--- config.mk ---
export PLATFORM = sky130hd
export DESIGN_NAME = ex_stage_muldiv
export DESIGN_NICKNAME = d
export VERILOG_FILES = /design/src/rtl/ex_stage_muldiv.sv
export SDC_FILE = /design/constraint.sdc
export NUM_CORES = 1
export LEC_CHECK = 0
export ABC_CLOCK_PERIOD_IN_PS = 2900
export CAP_MARGIN = 10
export CORE_MARGIN = 1
export CORE_UTILIZATION = 40
export DETAILED_ROUTE_END_ITERATION = 7
export HOLD_SLACK_MARGIN = 0.1
export PLACE_DENSITY_LB_ADDON = 0.1
export SLEW_MARGIN = 20
export SYNTH_ARGS = -nofsm -noshare
export SYNTH_HDL_FRONTEND = slang
export SYNTH_SLANG_ARGS = --single-unit
--- constraint.sdc ---
create_clock -name clk -period 2.9 [get_ports clk]
set_clock_uncertainty 0.1 [all_clocks]
set_input_delay 0.29 -clock clk [delete_from_list [all_inputs] [get_ports clk]]
set_output_delay 0.29 -clock clk [all_outputs]
set_load 0.01 [all_outputs]
--- src/rtl/ex_stage_muldiv.sv ---
// Execute stage: forwarding muxes, single-cycle ALU and the EXMA pipeline register.
// Define EX_MULDIV_EN to build the iterative MUL/DIVU/REMU engine; without it those ops return 0.
module ex_stage_muldiv #(
    parameter int WIDTH = 32,
    parameter int RDS_W = 5
) (
    input  logic             clk,
    input  logic             reset,
    input  logic             i_valid,
    input  logic [2:0]       i_op,
    input  logic [RDS_W-1:0] i_rds_addr,
    input  logic [WIDTH-1:0] i_rs1,
    input  logic [WIDTH-1:0] i_rs2,
    input  logic [WIDTH-1:0] i_data_mem,
    input  logic [WIDTH-1:0] i_data_wb,
    input  logic [WIDTH-1:0] i_data_vwb,
    input  logic [1:0]       i_fwd1,
    input  logic [1:0]       i_fwd2,
    input  logic             i_flush,
    input  logic             i_stall,
    output logic             o_busy,
    output logic             o_valid,
    output logic [WIDTH-1:0] o_rslt,
    output logic [RDS_W-1:0] o_rds_addr
);
    localparam logic [2:0] OP_ADD  = 3'b000;
    localparam logic [2:0] OP_SUB  = 3'b001;
    localparam logic [2:0] OP_AND  = 3'b010;
    localparam logic [2:0] OP_OR   = 3'b011;
    localparam logic [2:0] OP_MUL  = 3'b100;
    localparam logic [2:0] OP_DIVU = 3'b101;
    localparam logic [2:0] OP_REMU = 3'b110;
    localparam logic [2:0] OP_XOR  = 3'b111;

    function automatic logic [WIDTH-1:0] fwd_sel(
        input logic [1:0]       sel,
        input logic [WIDTH-1:0] rs,
        input logic [WIDTH-1:0] mem,
        input logic [WIDTH-1:0] wb,
        input logic [WIDTH-1:0] vwb
    );
        case (sel)
            2'b00:   return rs;
            2'b01:   return mem;
            2'b10:   return wb;
            default: return vwb;
        endcase
    endfunction

    logic [WIDTH-1:0] opnd1;
    logic [WIDTH-1:0] opnd2;
    logic [WIDTH-1:0] alu_rslt;
    logic             ex_valid;
    logic [WIDTH-1:0] ex_rslt;
    logic [RDS_W-1:0] ex_rds;

    assign opnd1 = fwd_sel(i_fwd1, i_rs1, i_data_mem, i_data_wb, i_data_vwb);
    assign opnd2 = fwd_sel(i_fwd2, i_rs2, i_data_mem, i_data_wb, i_data_vwb);

    // NOTE: every always_comb output gets a default first, so no path can infer a latch.
    always_comb begin
        alu_rslt = '0;
        case (i_op)
            OP_ADD:  alu_rslt = opnd1 + opnd2;
            OP_SUB:  alu_rslt = opnd1 - opnd2;
            OP_AND:  alu_rslt = opnd1 & opnd2;
            OP_OR:   alu_rslt = opnd1 | opnd2;
            OP_XOR:  alu_rslt = opnd1 ^ opnd2;
            default: alu_rslt = '0;
        endcase
    end

`ifdef EX_MULDIV_EN
    typedef enum logic [1:0] {S_IDLE, S_MUL, S_DIV, S_DONE} state_t;
    localparam int CNT_W = $clog2(WIDTH + 1);

    state_t           state;
    state_t           state_nxt;
    logic [CNT_W-1:0] cnt;
    logic [WIDTH-1:0] op_a;
    logic [WIDTH-1:0] op_b;
    logic [WIDTH-1:0] acc;
    logic [WIDTH-1:0] md_rslt;
    logic [2:0]       lat_op;
    logic [RDS_W-1:0] lat_rds;
    logic             is_multi;
    logic             start;
    logic [WIDTH:0]   rem_sh;
    logic [WIDTH:0]   rem_diff;

    assign is_multi = (i_op == OP_MUL) || (i_op == OP_DIVU) || (i_op == OP_REMU);
    assign start    = (state == S_IDLE) && i_valid && is_multi && !i_flush;

    // NOTE: sequential state uses non-blocking assignments so every register samples pre-edge values.
    always_ff @(posedge clk or posedge reset) begin
        if (reset) state <= S_IDLE;
        else       state <= state_nxt;
    end

    always_comb begin
        state_nxt = state;
        if (i_flush) begin
            state_nxt = S_IDLE;
        end else begin
            case (state)
                S_IDLE:       if (start) state_nxt = (i_op == OP_MUL) ? S_MUL : S_DIV;
                S_MUL, S_DIV: if (cnt == CNT_W'(1)) state_nxt = S_DONE;
                S_DONE:       if (!i_stall) state_nxt = S_IDLE;
                default:      state_nxt = S_IDLE;
            endcase
        end
    end

    always_comb begin
        o_busy = (state != S_IDLE) || ((state == S_IDLE) && i_valid && is_multi) || i_stall;
    end

    // MUL: acc accumulates, op_a shifts left, op_b shifts right. DIV: acc is the partial
    // remainder, op_a the dividend/quotient shift register, op_b the divisor.
    assign rem_sh   = {acc, op_a[WIDTH-1]};
    assign rem_diff = rem_sh - {1'b0, op_b};

    always_ff @(posedge clk or posedge reset) begin
        if (reset) begin
            op_a    <= '0;
            op_b    <= '0;
            acc     <= '0;
            lat_op  <= '0;
            lat_rds <= '0;
            cnt     <= '0;
        end else if (start) begin
            op_a    <= opnd1;
            op_b    <= opnd2;
            acc     <= '0;
            lat_op  <= i_op;
            lat_rds <= i_rds_addr;
            cnt     <= CNT_W'(WIDTH);
        end else if (state == S_MUL) begin
            if (op_b[0]) acc <= acc + op_a;
            op_a <= op_a << 1;
            op_b <= op_b >> 1;
            cnt  <= cnt - CNT_W'(1);
        end else if (state == S_DIV) begin
            if (!rem_diff[WIDTH]) begin
                acc  <= rem_diff[WIDTH-1:0];
                op_a <= {op_a[WIDTH-2:0], 1'b1};
            end else begin
                acc  <= rem_sh[WIDTH-1:0];
                op_a <= {op_a[WIDTH-2:0], 1'b0};
            end
            cnt <= cnt - CNT_W'(1);
        end
    end

    assign md_rslt = (lat_op == OP_DIVU) ? op_a : acc;

    always_comb begin
        ex_valid = 1'b0;
        ex_rslt  = '0;
        ex_rds   = '0;
        if (state == S_DONE) begin
            ex_valid = 1'b1;
            ex_rslt  = md_rslt;
            ex_rds   = lat_rds;
        end else if ((state == S_IDLE) && i_valid && !is_multi) begin
            ex_valid = 1'b1;
            ex_rslt  = alu_rslt;
            ex_rds   = i_rds_addr;
        end
    end
`else
    assign o_busy = i_stall;

    always_comb begin
        ex_valid = i_valid;
        ex_rslt  = i_valid ? alu_rslt : '0;
        ex_rds   = i_valid ? i_rds_addr : '0;
    end
`endif

    // EXMA: flush clears, stall holds, otherwise load the result or a bubble.
    always_ff @(posedge clk or posedge reset) begin
        if (reset) begin
            o_valid    <= 1'b0;
            o_rslt     <= '0;
            o_rds_addr <= '0;
        end else if (i_flush) begin
            o_valid    <= 1'b0;
            o_rslt     <= '0;
            o_rds_addr <= '0;
        end else if (!i_stall) begin
            o_valid    <= ex_valid;
            o_rslt     <= ex_rslt;
            o_rds_addr <= ex_rds;
        end
    end

endmodule

==> results.py, run 1 <==
metrics = {
    "sta": {
        "timing_max_transition_violations_final": 0,
        "fmaxAchievable_mhz": 238,
        "layout_worst_path_cycle_share_pct": 145,
        "final.hold.worst_slack_ns": 0.321,
        "tightest_slew_ns": 0.559,
        "timing.final.setup_violations": 25,
        "setup-tns-final_ns": -24.44,
        "grt_setup_unrepaired": "true",
        "minimum_period_implied_by_the_final_worst_setup_slack_ns": 4.20,
        "final_hold_viol_count": 0,
        "final.setup.worst_slack_ns": -1.30,
        "timing.slew.headroom_pct": 62.7,
    },
    "grt": {
        "maximum_number_of_pins_on_one_net_before_global_route_repair": 51,
        "grt_use_total_pct": 27.2,
        "grt_overflow": 0,
        "grt_first_pass_wirelength_mm": 39.3,
        "initial_antenna_violation_count": 1,
        "first_global_vias": 7705,
    },
    "yosys": {
        "synth.net_count": 1091,
        "synth_top_cell_by_area": "sky130_fd_sc_hd__mux4_2",
        "synthesis.area_mm2": 0.00708,
        "synth-seq-cells": 38,
        "synth_enable_flop_cells": 0,
        "netlist-cell-type-count": 62,
        "synth.avg_cell_area_um2": 8.70,
        "dominantRegCellSynth": "sky130_fd_sc_hd__dfrtp_1",
        "async_flop_share_pct": 100,
        "synth_area_leaders": "sky130_fd_sc_hd__mux4_2, sky130_fd_sc_hd__ha_1, sky130_fd_sc_hd__dfrtp_1",
        "number_of_cells_produced_by_synthesis": 814,
        "yosysSeqAreaShare_pct": 13.4,
        "synth_top_cell_area_share_pct": 20.3,
        "warning_count_from_the_yosys_run": 0,
    },
    "power_and_ir_drop": {
        "ir_worst_vdd_mv": 0.346,
        "power_density_mw_per_mm2": 367,
        "total_power_mw": 4.42,
        "power.static_leakage_nw": 5.50,
    },
    "critical_path": {
        "startpoint_type": "primary input",
        "crit_fanout": 5,
        "critPathArrivalTime_ns": 4.25,
        "crit_path_cell_trace": "buf_12 > mux4_2 > or4_4 > nand4b_4 > nand2b_4 > nor3_4 > a21oi_2 > xnor2_2 > buf_4 > ha_1 > nand2_1 > o21ai_1 > a221o_1 > a2bb2oi_2 > nand4b_1 > buf_4 > a21oi_2 > xor2_1 > o221ai_1",
        "timing.setup.critical_path_class": "primary input to register",
        "required_ns": 2.95,
        "critPathMaxStageDelay_ns": 0.55,
        "timing.critical_path.slowest_stage_cell": "sky130_fd_sc_hd__or4_4",
        "timing.reg2reg.setup_slack_ns": 1.81,
        "timing.critical_path.to_type": "register",
    },
    "floorplan": {
        "rows": 48,
        "floorplan.die_area_mm2": 0.0182,
        "die_height_um": 135,
        "floorplan.io_pins": 216,
        "start_util_pct": 41.0,
        "core_area_mm2": 0.0173,
        "die_x_um": 135,
    },
    "detailed_routing": {
        "drt_pre_antenna_iters": 5,
        "number_of_routed_nets_with_antenna_violations": 0,
        "via_per_inst": 5.28,
        "drt_drc_violations_left": 0,
        "wirelength_mm": 24.7,
        "drt_first_iter_violations": 352,
        "total_number_of_vias": 7771,
        "drt-wirelength-per-cell_um": 16.8,
    },
    "clock_network": {
        "htreeDepth": 2,
        "cts_tree": "built",
        "clk_transition_reported_paths_ns": 0.06,
        "insertion_delay_ns": 0.28,
        "clock_tree.buffer_depth": 2,
        "cts.root.buffer_cell": "sky130_fd_sc_hd__clkbuf_16",
        "number_of_buffers_inserted_during_clock_tree_synthesis": 5,
        "clock-sinks": 38,
    },
    "finish": {
        "area_growth_pct": 70.0,
        "post_layout_inst_area_mm2": 0.0120,
        "drive_above_1_share_pct": 34.6,
        "num-fill-cells": 1407,
        "layout.core_utilization_pct": 69.6,
        "final-instance-count-excl-fill": 1472,
        "fin_nets": 1522,
    },
    "status": {
        "status": "complete, but fails checks",
        "violations": "negative setup slack",
    },
    "place": {
        "preCtsSetupSlack_ns": -1.91,
        "globalplace.congestion": 0.924,
        "detailed_place.area_mm2": 0.0112,
        "buffer_ports.inserted": 215,
        "dp_hpwl_mm": 20.6,
        "dp_cells": 1437,
    },
    "worst_hold_path": {
        "worst_hold_path_type": "primary input to async pin",
    },
    "flow_run": {
        "max_cap_viol_count": 0,
    },
}
layout make-up:
class / count / area [um2] / area share [%]
Multi-Input combinational cell: 645 / 6170 / 51.3
Timing Repair Buffer: 471 / 4130 / 34.3
Sequential cell: 38 / 951 / 7.90
Inverter: 84 / 315 / 2.62
Tap cell: 225 / 282 / 2.34
Clock buffer: 5 / 125 / 1.04
Clock inverter: 3 / 68.8 / 0.571
Antenna cell: 1 / 2.50 / 0.0208
sequential cells by signal, indices dropped and copies added (netlist names):
| signal | count |
|---|---|
| o_valid | 1 |
| o_rslt | 32 |
| o_rds_addr | 5 |
worst max-delay path: cells and delay by family:
family                     cells  cell delay, ns
buffers and inverters          3            0.42
adders and majority gates      1            0.26
and+or+nand+nor                6            1.45
xor gates and xnor gates       2            0.33
muxes                          1            0.51
AOI/OAI and AO/OA              6            0.99
cells by family (layout without fill, tap and decap cells):
kind of cell | count (synthesis) | in the layout | share of synthesized area, %
flip-flops | 38 | 38 | 13.4
AO/OA/AOI/OAI | 212 | 212 | 19.2
other | 0 | 1 | 0
multiplexers | 75 | 75 | 21.9
XOR/XNOR | 59 | 59 | 7.40
AND/OR/NAND/NOR | 199 | 199 | 13.0
buffers and inverters | 131 | 563 | 7.24
adder cells (fa/ha/maj) | 100 | 100 | 17.8
cell usage after synthesis (13+ instances only):
cell,n
sky130_fd_sc_hd__ha_1,99
sky130_fd_sc_hd__nand2_1,91
sky130_fd_sc_hd__inv_1,84
sky130_fd_sc_hd__a21oi_1,73
sky130_fd_sc_hd__mux4_2,64
sky130_fd_sc_hd__nor2_1,55
sky130_fd_sc_hd__xnor2_1,45
sky130_fd_sc_hd__o21ai_0,43
sky130_fd_sc_hd__dfrtp_1,38
sky130_fd_sc_hd__clkbuf_1,36
sky130_fd_sc_hd__o221ai_1,19
sky130_fd_sc_hd__a211oi_1,17
sky130_fd_sc_hd__xor2_1,13
layer usage:
metal | track usage (%) | wire (um) | vias up
met5 | 0 | 0 | -
met4 | 4.56 | 231 | 0
met3 | 2.82 | 1510 | 15
met2 | 42.2 | 11000 | 247
met1 | 40.9 | 12000 | 3671
li1 | - | - | 3838
layout by cell type, fill, tap and decap left out, types with 23 or more instances in the layout:
cell	n
sky130_fd_sc_hd__xnor2_1	36
sky130_fd_sc_hd__inv_1	84
sky130_fd_sc_hd__mux4_2	64
sky130_fd_sc_hd__dfrtp_1	38
sky130_fd_sc_hd__clkdlybuf4s50_1	195
sky130_fd_sc_hd__nand2_1	89
sky130_fd_sc_hd__ha_1	96
sky130_fd_sc_hd__buf_4	239
sky130_fd_sc_hd__a21oi_1	54
sky130_fd_sc_hd__nor2_1	53
sky130_fd_sc_hd__o21ai_0	23
worst paths after layout:
kind,from,to,cells after the start
setup reg to reg,o_rslt[25]$_DFFE_PP0P_,o_rslt[25]$_DFFE_PP0P_,3
max in group asynchronous,reset,o_rslt[7]$_DFFE_PP0P_,3
setup / recovery,i_fwd2[0],o_rslt[27]$_DFFE_PP0P_,19
hold / removal,reset,o_rslt[28]$_DFFE_PP0P_,3
min in group clk,o_rslt[10]$_DFFE_PP0P_,o_rslt[10]$_DFFE_PP0P_,2
hold reg to reg,o_rslt[10]$_DFFE_PP0P_,o_rslt[10]$_DFFE_PP0P_,2
repair_timing:
item	4_1_cts	5_1_grt
hold buffers	0	0
resized for setup	99	41
pin swaps	60	52
setup buffers	14	12
endpoints found under the setup margin	29	27
hold endpoints to repair	0	0
report_power, final:
| part | internal [mW] | total (mW) | switching [mW] | leakage (nW) |
|---|---|---|---|---|
| clock | 0.494 | 0.708 | 0.214 | 0.0940 |
| sequential | 0.551 | 0.562 | 0.0114 | 0.525 |
| combinational | 1.71 | 3.15 | 1.44 | 4.89 |
No activity file was read; power rests on OpenSTA's default activity.
==> run 2, diff against run 1 <==
==> constraint.sdc (replaced) <==
create_clock -name clk -period 2.9 [get_ports clk]
set_clock_uncertainty 0.1 [all_clocks]
set_input_delay 0.29 -clock clk [delete_from_list [all_inputs] [get_ports clk]]
set_output_delay 0.29 -clock clk [all_outputs]
set_load 0.05 [all_outputs]
==> results of run 2 <==
The final DEF is identical to that of run 1. Status: complete, but fails checks: negative setup slack.
Main changes from that run: total power 4.42 mW -> 4.49 mW; worst IR drop on VDD 0.346 mV -> 0.361 mV
